$ cat src/rtl/line_buffer_scheduler_pkg.sv
// Shared types and helpers for the line buffer scheduler: FSM state encoding
// and the index-width helper that stands in for the legacy LOG2 macro.
package line_buffer_scheduler_pkg;

    typedef enum logic [1:0] {
        ST_IDLE   = 2'd0,
        ST_STREAM = 2'd1,
        ST_DRAIN  = 2'd2,
        ST_DONE   = 2'd3
    } state_t;

    // Never narrower than one bit, so sizes of 1 or 2 still yield a legal vector.
    function automatic int idxWidth(input int value);
        return (value <= 2) ? 1 : $clog2(value);
    endfunction

endpackage

$ cat src/rtl/line_buffer_scheduler_if.sv
// Pixel-in / window-out handshake bundle between the stream source, the
// scheduler and the MAC array.
interface line_buffer_scheduler_if #(
    parameter int IMAGE_SIZE = 28
);
    import line_buffer_scheduler_pkg::*;

    localparam int W = idxWidth(IMAGE_SIZE);

    logic         in_valid;
    logic         in_ready;
    logic         lb_clk_en;
    logic         out_valid;
    logic         out_ready;
    logic [W-1:0] win_x;
    logic [W-1:0] win_y;

    modport slave (
        input  in_valid, out_ready,
        output in_ready, lb_clk_en, out_valid, win_x, win_y
    );

    modport master (
        output in_valid, out_ready,
        input  in_ready, lb_clk_en, out_valid, win_x, win_y
    );

endinterface

$ cat src/rtl/line_buffer_scheduler_axis_stride_counter.sv
// One raster axis: position, stride phase and the output-map index of the
// next window, all advanced by counting so no divider is needed.
module axis_stride_counter
    import line_buffer_scheduler_pkg::*;
#(
    parameter int FILTER_SIZE = 3,
    parameter int IMAGE_SIZE  = 28,
    parameter int STRIDE      = 1,
    parameter int W           = idxWidth(IMAGE_SIZE)
) (
    input  logic         clk,
    input  logic         rst,
    input  logic         i_clear,
    input  logic         i_step,
    output logic [W-1:0] o_pos,
    output logic         o_at_last,
    output logic         o_in_window,
    output logic [W-1:0] o_out_idx
);

    localparam int PW = idxWidth(STRIDE);
    localparam logic [W-1:0]  POS_LAST      = W'(IMAGE_SIZE - 1);
    localparam logic [W-1:0]  POS_FIRST_WIN = W'(FILTER_SIZE - 1);
    localparam logic [PW-1:0] PHASE_LAST    = PW'(STRIDE - 1);

    logic [W-1:0]  r_pos;
    logic [W-1:0]  r_out_idx;
    logic [PW-1:0] r_phase;

    assign o_pos       = r_pos;
    assign o_out_idx   = r_out_idx;
    assign o_at_last   = (r_pos == POS_LAST);
    assign o_in_window = (r_pos >= POS_FIRST_WIN) && (r_phase == '0);

    // Phase is pinned to 0 until the kernel fits, then cycles 0..STRIDE-1;
    // the output index advances once per window position crossed.
    always_ff @(posedge clk or posedge rst) begin
        if (rst) begin
            r_pos     <= '0;
            r_phase   <= '0;
            r_out_idx <= '0;
        end else if (i_clear) begin
            r_pos     <= '0;
            r_phase   <= '0;
            r_out_idx <= '0;
        end else if (i_step) begin
            if (o_at_last) begin
                r_pos     <= '0;
                r_phase   <= '0;
                r_out_idx <= '0;
            end else begin
                r_pos <= r_pos + 1'b1;
                if ((r_pos < POS_FIRST_WIN) || (r_phase == PHASE_LAST)) begin
                    r_phase <= '0;
                end else begin
                    r_phase <= r_phase + 1'b1;
                end
                if (o_in_window) begin
                    r_out_idx <= r_out_idx + 1'b1;
                end
            end
        end
    end

endmodule

$ cat src/rtl/line_buffer_scheduler.sv
// Frame sequencer for the conv line buffer: accepts pixels, drives the line
// buffer enable and issues one held window handshake per output position.
module line_buffer_scheduler
    import line_buffer_scheduler_pkg::*;
#(
    parameter int FILTER_SIZE = 3,
    parameter int IMAGE_SIZE  = 28,
    parameter int STRIDE      = 1
) (
    input  logic                     clk,
    input  logic                     rst,
    input  logic                     i_start,
    output logic                     o_busy,
    output logic                     o_done,
    line_buffer_scheduler_if.slave   bus
);

    localparam int W = idxWidth(IMAGE_SIZE);

    state_t       r_state;
    state_t       w_next_state;
    logic         r_out_valid;
    logic [W-1:0] r_win_x;
    logic [W-1:0] r_win_y;

    logic         w_start_frame;
    logic         w_in_ready;
    logic         w_accept;
    logic         w_window;
    logic         w_last_pixel;
    logic         w_x_at_last, w_y_at_last;
    logic         w_x_in_window, w_y_in_window;
    logic [W-1:0] w_x_pos, w_y_pos;
    logic [W-1:0] w_x_out_idx, w_y_out_idx;
    logic         w_unused;

    // Input is held off while a window waits for the MAC array, so the line
    // buffer never overwrites rows a pending window still needs.
    assign w_start_frame = (r_state == ST_IDLE) && i_start;
    assign w_in_ready    = (r_state == ST_STREAM) && !(r_out_valid && !bus.out_ready);
    assign w_accept      = bus.in_valid && w_in_ready;
    assign w_window      = w_accept && w_x_in_window && w_y_in_window;
    assign w_last_pixel  = w_accept && w_x_at_last && w_y_at_last;
    assign w_unused      = ^{w_x_pos, w_y_pos};

    assign bus.in_ready  = w_in_ready;
    assign bus.lb_clk_en = w_accept;
    assign bus.out_valid = r_out_valid;
    assign bus.win_x     = r_win_x;
    assign bus.win_y     = r_win_y;

    axis_stride_counter #(
        .FILTER_SIZE(FILTER_SIZE), .IMAGE_SIZE(IMAGE_SIZE), .STRIDE(STRIDE), .W(W)
    ) u_x_axis (
        .clk(clk), .rst(rst), .i_clear(w_start_frame), .i_step(w_accept),
        .o_pos(w_x_pos), .o_at_last(w_x_at_last),
        .o_in_window(w_x_in_window), .o_out_idx(w_x_out_idx)
    );

    axis_stride_counter #(
        .FILTER_SIZE(FILTER_SIZE), .IMAGE_SIZE(IMAGE_SIZE), .STRIDE(STRIDE), .W(W)
    ) u_y_axis (
        .clk(clk), .rst(rst), .i_clear(w_start_frame), .i_step(w_accept && w_x_at_last),
        .o_pos(w_y_pos), .o_at_last(w_y_at_last),
        .o_in_window(w_y_in_window), .o_out_idx(w_y_out_idx)
    );

    always_ff @(posedge clk or posedge rst) begin
        if (rst) begin
            r_state <= ST_IDLE;
        end else begin
            r_state <= w_next_state;
        end
    end

    always_comb begin
        w_next_state = r_state;
        o_busy       = 1'b0;
        o_done       = 1'b0;
        case (r_state)
            ST_IDLE: begin
                if (i_start) w_next_state = ST_STREAM;
            end
            ST_STREAM: begin
                o_busy = 1'b1;
                if (w_last_pixel) w_next_state = ST_DRAIN;
            end
            ST_DRAIN: begin
                o_busy = 1'b1;
                if (!r_out_valid || bus.out_ready) w_next_state = ST_DONE;
            end
            ST_DONE: begin
                o_done       = 1'b1;
                w_next_state = ST_IDLE;
            end
            default: w_next_state = ST_IDLE;
        endcase
    end

    // A freshly completed window wins over the retiring handshake so that
    // back-to-back windows stream at full rate.
    always_ff @(posedge clk or posedge rst) begin
        if (rst) begin
            r_out_valid <= 1'b0;
            r_win_x     <= '0;
            r_win_y     <= '0;
        end else if (w_start_frame) begin
            r_out_valid <= 1'b0;
            r_win_x     <= '0;
            r_win_y     <= '0;
        end else if (w_window) begin
            r_out_valid <= 1'b1;
            r_win_x     <= w_x_out_idx;
            r_win_y     <= w_y_out_idx;
        end else if (r_out_valid && bus.out_ready) begin
            r_out_valid <= 1'b0;
            r_win_x     <= '0;
            r_win_y     <= '0;
        end
    end

endmodule

$ cat src/flat_wrapper.sv
// flat-port wrapper written by rule: the top's interface ports become plain ports
module line_buffer_scheduler_flat import line_buffer_scheduler_pkg::*;
#(
    parameter int FILTER_SIZE = 3,
    parameter int IMAGE_SIZE  = 28,
    parameter int STRIDE      = 1
)
  (clk, rst, i_start, o_busy, o_done, bus_in_valid, bus_out_ready, bus_in_ready, bus_lb_clk_en, bus_out_valid, bus_win_x, bus_win_y);
  line_buffer_scheduler_if #(.IMAGE_SIZE(IMAGE_SIZE)) bus_i ();
  input  logic clk;
  input  logic rst;
  input  logic i_start;
  output logic o_busy;
  output logic o_done;
  input wire logic [$bits(bus_i.in_valid)-1:0] bus_in_valid;
  input wire logic [$bits(bus_i.out_ready)-1:0] bus_out_ready;
  output wire logic [$bits(bus_i.in_ready)-1:0] bus_in_ready;
  output wire logic [$bits(bus_i.lb_clk_en)-1:0] bus_lb_clk_en;
  output wire logic [$bits(bus_i.out_valid)-1:0] bus_out_valid;
  output wire logic [$bits(bus_i.win_x)-1:0] bus_win_x;
  output wire logic [$bits(bus_i.win_y)-1:0] bus_win_y;
  assign bus_i.in_valid = bus_in_valid;
  assign bus_i.out_ready = bus_out_ready;
  assign bus_in_ready = bus_i.in_ready;
  assign bus_lb_clk_en = bus_i.lb_clk_en;
  assign bus_out_valid = bus_i.out_valid;
  assign bus_win_x = bus_i.win_x;
  assign bus_win_y = bus_i.win_y;
  line_buffer_scheduler #(.FILTER_SIZE(FILTER_SIZE), .IMAGE_SIZE(IMAGE_SIZE), .STRIDE(STRIDE)) u_core (.clk(clk), .rst(rst), .i_start(i_start), .o_busy(o_busy), .o_done(o_done), .bus(bus_i));
endmodule
$ cat config.mk
export PLATFORM = sky130hd
export DESIGN_NAME = line_buffer_scheduler_flat
export DESIGN_NICKNAME = d
export VERILOG_FILES = /design/src/rtl/line_buffer_scheduler_pkg.sv /design/src/rtl/line_buffer_scheduler_if.sv /design/src/rtl/line_buffer_scheduler_axis_stride_counter.sv /design/src/rtl/line_buffer_scheduler.sv /design/src/flat_wrapper.sv
export SDC_FILE = /design/constraint.sdc
export NUM_CORES = 1
export LEC_CHECK = 0
export CAP_MARGIN = 20
export CORE_ASPECT_RATIO = 1.5
export CORE_MARGIN = 5
export CORE_UTILIZATION = 60
export DETAILED_ROUTE_END_ITERATION = 16
export PLACE_DENSITY_LB_ADDON = 0.05
export SLEW_MARGIN = 25
export SYNTH_ARGS = -nofsm -noshare
export SYNTH_HDL_FRONTEND = slang
export SYNTH_SLANG_ARGS = --single-unit
export TNS_END_PERCENT = 5
$ cat constraint.sdc
create_clock -name clk -period 5.25 [get_ports clk]
set_input_delay 1.05 -clock clk [delete_from_list [all_inputs] [get_ports clk]]
set_output_delay 1.05 -clock clk [all_outputs]
set_load 0.005 [all_outputs]
==> results of run 1 <==
[critical path, cell delays in order]
cell	delay, ps
clkdlybuf4s50_1	550
nand2b_1	170
nand2_1	210
inv_2	170
clkdlybuf4s50_1	520
[worst paths after layout]
check | endpoint | slack [ps] | depth (start not counted)
setup / recovery | bus_lb_clk_en | 1530 | 5
hold / removal | u_core.u_y_axis.o_out_idx[4]$_DFFE_PP0P_ | 490 | 1
setup reg to reg | u_core.bus.win_y[4]$_DFFE_PP0P_ | 2900 | 6
hold reg to reg | u_core.u_y_axis.o_out_idx[4]$_DFFE_PP0P_ | 490 | 1
max in group asynchronous | u_core.bus.out_valid$_DFFE_PP0P_ | 3770 | 3
min in group asynchronous | u_core.bus.win_y[4]$_DFFE_PP0P_ | 1170 | 3
[layout make-up]
cell class	count	area, um^2
Sequential cell	35	875.8
Clock buffer	6	82.58
Timing Repair Buffer	20	197.7
Clock inverter	1	5.005
Tap cell	39	48.80
Inverter	8	30.03
Fill cell	237	754.5
Multi-Input combinational cell	125	918.4
[synthesized netlist by cell type (3+ instances only)]
master / count
nand4_1: 3
and3_1: 4
mux2_2: 3
nand2_1: 15
nor2b_1: 4
nand3_1: 4
o21ai_0: 9
inv_1: 7
o31ai_1: 3
nor2_1: 9
dfrtp_1: 35
a21oi_1: 7
nor3_1: 3
a22o_1: 12
a31oi_1: 3
and2_1: 5
ha_1: 11
[per-stage QoR]
step | total power [mW] | hold slack (ps)
final | 0.9231 | 492.4
after global routing | 0.9959 | 521.4
after CTS | 0.9318 | 494.3
after detailed placement | 0.7363 | 489.1
after global placement | 0.7102 | 462.1
after floorplan | 0.6152 | 445.6
[cell usage in the layout, fill, tap and decap left out, drive strengths merged, types with 2 or more instances in the layout]
cell type      count
nor4               2
nand4b             2
clkdlybuf4s50     19
nor2b              4
o41ai              2
nand4              3
nor3               4
nand3              5
clkbuf             6
o21ai             10
a22o              12
a21oi              7
a21o               2
a31oi              3
nand2             15
dfrtp             35
and2               5
ha                11
o31ai              4
inv                8
and3               4
or3                2
nor4b              2
nor2              10
mux2               3
mux2i              2
[power breakdown]
group	switching, mW	internal [mW]
clock network	0.0909	0.103
registers	0.0764	0.340
logic	0.147	0.166
[sequential cells by signal, indices dropped and copies added, names as in the netlist]
signal	cells
u_core.bus.out_valid	1
u_core.bus.win_x	5
u_core.bus.win_y	5
u_core.r_state	2
u_core.u_x_axis.o_out_idx	5
u_core.u_x_axis.o_pos	5
u_core.u_x_axis.r_phase	1
u_core.u_y_axis.o_out_idx	5
u_core.u_y_axis.o_pos	5
u_core.u_y_axis.r_phase	1
[routing by layer]
layer	track usage [%]	part of all wire, %
met5	0	0
met4	9.002	1.7
met3	4.789	5.8
met2	36.26	53
met1	25.16	40
[cell families after synthesis]
| kind of cell | share of synthesized area (%) |
|---|---|
| compound gates | 20.07 |
| fa+ha+maj | 7.508 |
| simple gates | 19.11 |
| xor+xnor | 0.4779 |
| flops | 47.78 |
| mux | 2.935 |
| buf+inv | 2.116 |
==> out/metrics.yaml, run 1 <==
run_status: "complete, no violations"
die_area_um2: 4283
htreeDepth: 2
antennaDiodeCount: 0
crit_required_ps: 4200
drive_gt1_share_pct: 9.744
coreArea_um2: 2913
top_level_ports: 20
hp-start: "u_core.u_y_axis.o_out_idx[4]$_DFFE_PP0P_"
finalNonFillerCells: 234
fmax_ghz: 0.2689
grt_max_degree: 36
hpwl_um: 2856
synth_edf_count: 0
start_util_pct: 62.93
grt_pass1_vias: 1530
cts.sinks: 35
final_area_um2: 2158
slew_violations: 0
synthToLayoutAreaGrowth_pct: 17.75
yosys.cell_types.count: 43
placed_cells: 227
ys.flop_type: "dfrtp_1"
cp_max_fo: 8
synthTopCellsByArea: "dfrtp_1, ha_1, a22o_1"
criticalPathCategory: "in -> out"
ir_drop_v: 0.0003502
postSynthNetCount: 186
cts_setup_buffers: 0
rows: 24
finalHoldViolCount: 0
die_w_um: 55.13
fin_crit_ps: 3719
yosys_warnings: 0
rsz0062_at_grt: "no"
drt-total-wl_um: 3841
cts-buffers-inserted: 5
critPathLaunch: "bus_out_ready"
yosysTopAreaCellShare_pct: 47.78
post-route-util_pct: 74.10
layout.nets: 211
dr.pass1.iters: 4
viasPerCell: 6.256
period_share_pct: 70.84
grt_pass1_wl_um: 6879
clock_latency_ps: 280
end_kind: "output port"
cap_viol_max_count: 0
powerDensity_nw_per_um2: 427.7
syn_avg_cell_area_um2: 10.78
cts-root-buf: "clkbuf_8"
setup_viol: 0
yosysSeqAreaShare_pct: 47.78
antenna_found_initial: 0
reg2reg_from: "u_core.u_y_axis.o_pos[0]$_DFFE_PP0P_"
placed_area_um2: 2071
fin_setup_tns_ps: 0
cts_resized: 0
synth_area_leader_cell: "dfrtp_1"
cts_tree: "yes"
leakage_nw: 0.9771
worstPathArrival_ps: 2670
dp_slack_ps: 1536
place.gp.congestion: 0.8434
hold_path_class: "reg -> reg"
num_vias: 1464
syn-instance-count: 170
tightestPinTransition_ps: 804.1
yosys_register_bits: 35
clkSlewWorstSetupHoldPaths_ps: 70
async_flop_share_pct: 100.0
io_buffer_count: 19
setup_ws_ps: 1531
drc: 0
grt_use_total_pct: 21.49
start_kind: "input port"
first_iter_violations: 21
postCtsHoldBufs: 0
relSlewSlack_pct: 46.39
die_h_um: 77.70
final_antenna_net_count: 0
cts_max_path_buffers: 2
syn_area_um2: 1833
wl_per_cell_um: 16.41
grt_overflow_total: 0
fin_skew_ps: 4.608
(Power assumes the default switching activity.)
==> run 2: changes to the inputs <==
--- a/config.mk
+++ b/config.mk
@@ -8,7 +8,7 @@
 export CAP_MARGIN = 20
 export CORE_ASPECT_RATIO = 1.5
 export CORE_MARGIN = 5
-export CORE_UTILIZATION = 60
+export CORE_UTILIZATION = 50
 export DETAILED_ROUTE_END_ITERATION = 16
 export PLACE_DENSITY_LB_ADDON = 0.05
 export SLEW_MARGIN = 25
==> constraint.sdc (replaced) <==
create_clock -name clk -period 3.25 [get_ports clk]
set_input_delay 0.65 -clock clk [delete_from_list [all_inputs] [get_ports clk]]
set_output_delay 0.65 -clock clk [all_outputs]
set_load 0.005 [all_outputs]
==> run 2 against run 1 <==
Against the previous run:
- clock skew grew 2.0 ps
- register-to-register slack lost 2000 ps
- core utilization shrank 14 points
- worst hold slack worse by 8.5 ps
- via count down 0.61%
- first-iteration DRC count grew 71%
- critical path type unchanged
- critical endpoint unchanged
- critical path depth unchanged
- die area is 17% higher
- sequential power is 61% higher
==> out/metrics.yaml, run 2 (synthesis results as in run 1) <==
run_status: "complete, no violations"
cap_viol_max_count: 0
die_w_um: 59.44
slew_violations: 0
layout.nets: 212
grt_pass1_wl_um: 7217
start_kind: "input port"
cts-root-buf: "clkbuf_8"
antenna_found_initial: 0
fin_setup_tns_ps: 0
relSlewSlack_pct: 41.55
drive_gt1_share_pct: 10.20
cts_tree: "yes"
end_kind: "output port"
cts_max_path_buffers: 2
place.gp.congestion: 0.8609
grt_use_total_pct: 18.47
tightestPinTransition_ps: 876.8
top_level_ports: 20
worstPathArrival_ps: 2060
critPathLaunch: "bus_out_ready"
grt_overflow_total: 0
grt_pass1_vias: 1606
dr.pass1.iters: 4
postCtsHoldBufs: 0
cts_resized: 0
htreeDepth: 2
ir_drop_v: 0.0004494
fillers: 323
criticalPathCategory: "in -> out"
hpwl_um: 2928
rsz0062_at_grt: "no"
die_area_um2: 5002
rows: 27
setup_ws_ps: 542.2
reg2reg_from: "u_core.u_y_axis.o_pos[0]$_DFFE_PP0P_"
leakage_nw: 0.9817
clkSlewWorstSetupHoldPaths_ps: 70
fmax_ghz: 0.3693
hold_path_class: "reg -> reg"
fin_crit_ps: 2708
cp_max_fo: 5
wl_per_cell_um: 16.52
cts-buffers-inserted: 5
final_antenna_net_count: 0
clock_latency_ps: 280
fin_skew_ps: 6.598
period_share_pct: 83.32
coreArea_um2: 3615
final_common_cell: "dfrtp_1"
viasPerCell: 6.088
first_iter_violations: 36
num_vias: 1455
hp-start: "u_core.u_y_axis.o_out_idx[4]$_DFFE_PP0P_"
start_util_pct: 50.71
cts.sinks: 35
cts_setup_buffers: 0
drt-total-wl_um: 3948
crit_required_ps: 2600
io_buffer_count: 19
drc: 0
powerDensity_nw_per_um2: 685.9
grt_max_degree: 36
die_h_um: 84.16
antennaDiodeCount: 0
finalHoldViolCount: 0
synthToLayoutAreaGrowth_pct: 18.43
final_cell_mix: "dfrtp_1, clkdlybuf4s50_1, nand2_1, a22o_1, ha_1"
dp_slack_ps: 529.5
setup_viol: 0
-- run 2: cell types whose count changed in the layout (fill, tap and decap cells not counted) --
cell,delta
buf_4,+1
-- run 2: per-stage QoR --
step | power, mW | utilization [%] | instances | instance area (um^2) | hold WS [ps]
after detailed placement | 1.185 | 57.63 | 232 | 2083 | 473.5
after CTS | 1.504 | 60.06 | 239 | 2171 | 484.0
after global routing | 1.606 | 60.06 | 239 | 2171 | 513.8
after global placement | 1.155 | 57.63 | 232 | 2083 | 465.7
final | 1.489 | 60.06 | 239 | 2171 | 483.9
after floorplan | 0.9938 | - | 170 | 1833 | 445.6
-- run 2: worst paths after layout --
path                       slack, ps                                        to  depth (start not counted)
max in group asynchronous       2170      u_core.u_y_axis.o_pos[2]$_DFFE_PP0P_                          3
max reg2reg                      930           u_core.bus.win_y[3]$_DFFE_PP0P_                          6
min                              480  u_core.u_y_axis.o_out_idx[4]$_DFFE_PP0P_                          1
min in group asynchronous        770           u_core.bus.win_y[1]$_DFFE_PP0P_                          3
max                              540                             bus_lb_clk_en                          5
min reg2reg                      480  u_core.u_y_axis.o_out_idx[4]$_DFFE_PP0P_                          1
-- run 2: power breakdown --
group          switching [mW]  total [mW]  internal [mW]  leakage, nW
sequential              0.121       0.670          0.550        0.445
clock                   0.149       0.315          0.166       0.0470
combinational           0.234       0.504          0.270        0.490
total                   0.503        1.49          0.986        0.982
-- run 2: critical path, cell delays in order --
cell,delay [ps]
clkdlybuf4s50_1,540
nand2b_1,170
nand2_1,90
inv_2,100
clkdlybuf4s50_1,510
-- run 2: layer usage --
metal	GRT usage [%]	part of all wire, %
met5	0	0
met4	7.423	0.61
met3	3.538	5.2
met2	32.04	53
met1	21.51	41
-- run 2: cell type report --
class | instances | area (um^2) | area share, %
tap | 43 | 53.80 | 2.478
timing repair buffer | 21 | 205.2 | 9.452
clock buffer | 6 | 82.58 | 3.804
multi-input combinational | 125 | 918.4 | 42.31
sequential | 35 | 875.8 | 40.35
inverter | 8 | 30.03 | 1.383
clock inverter | 1 | 5.005 | 0.2305
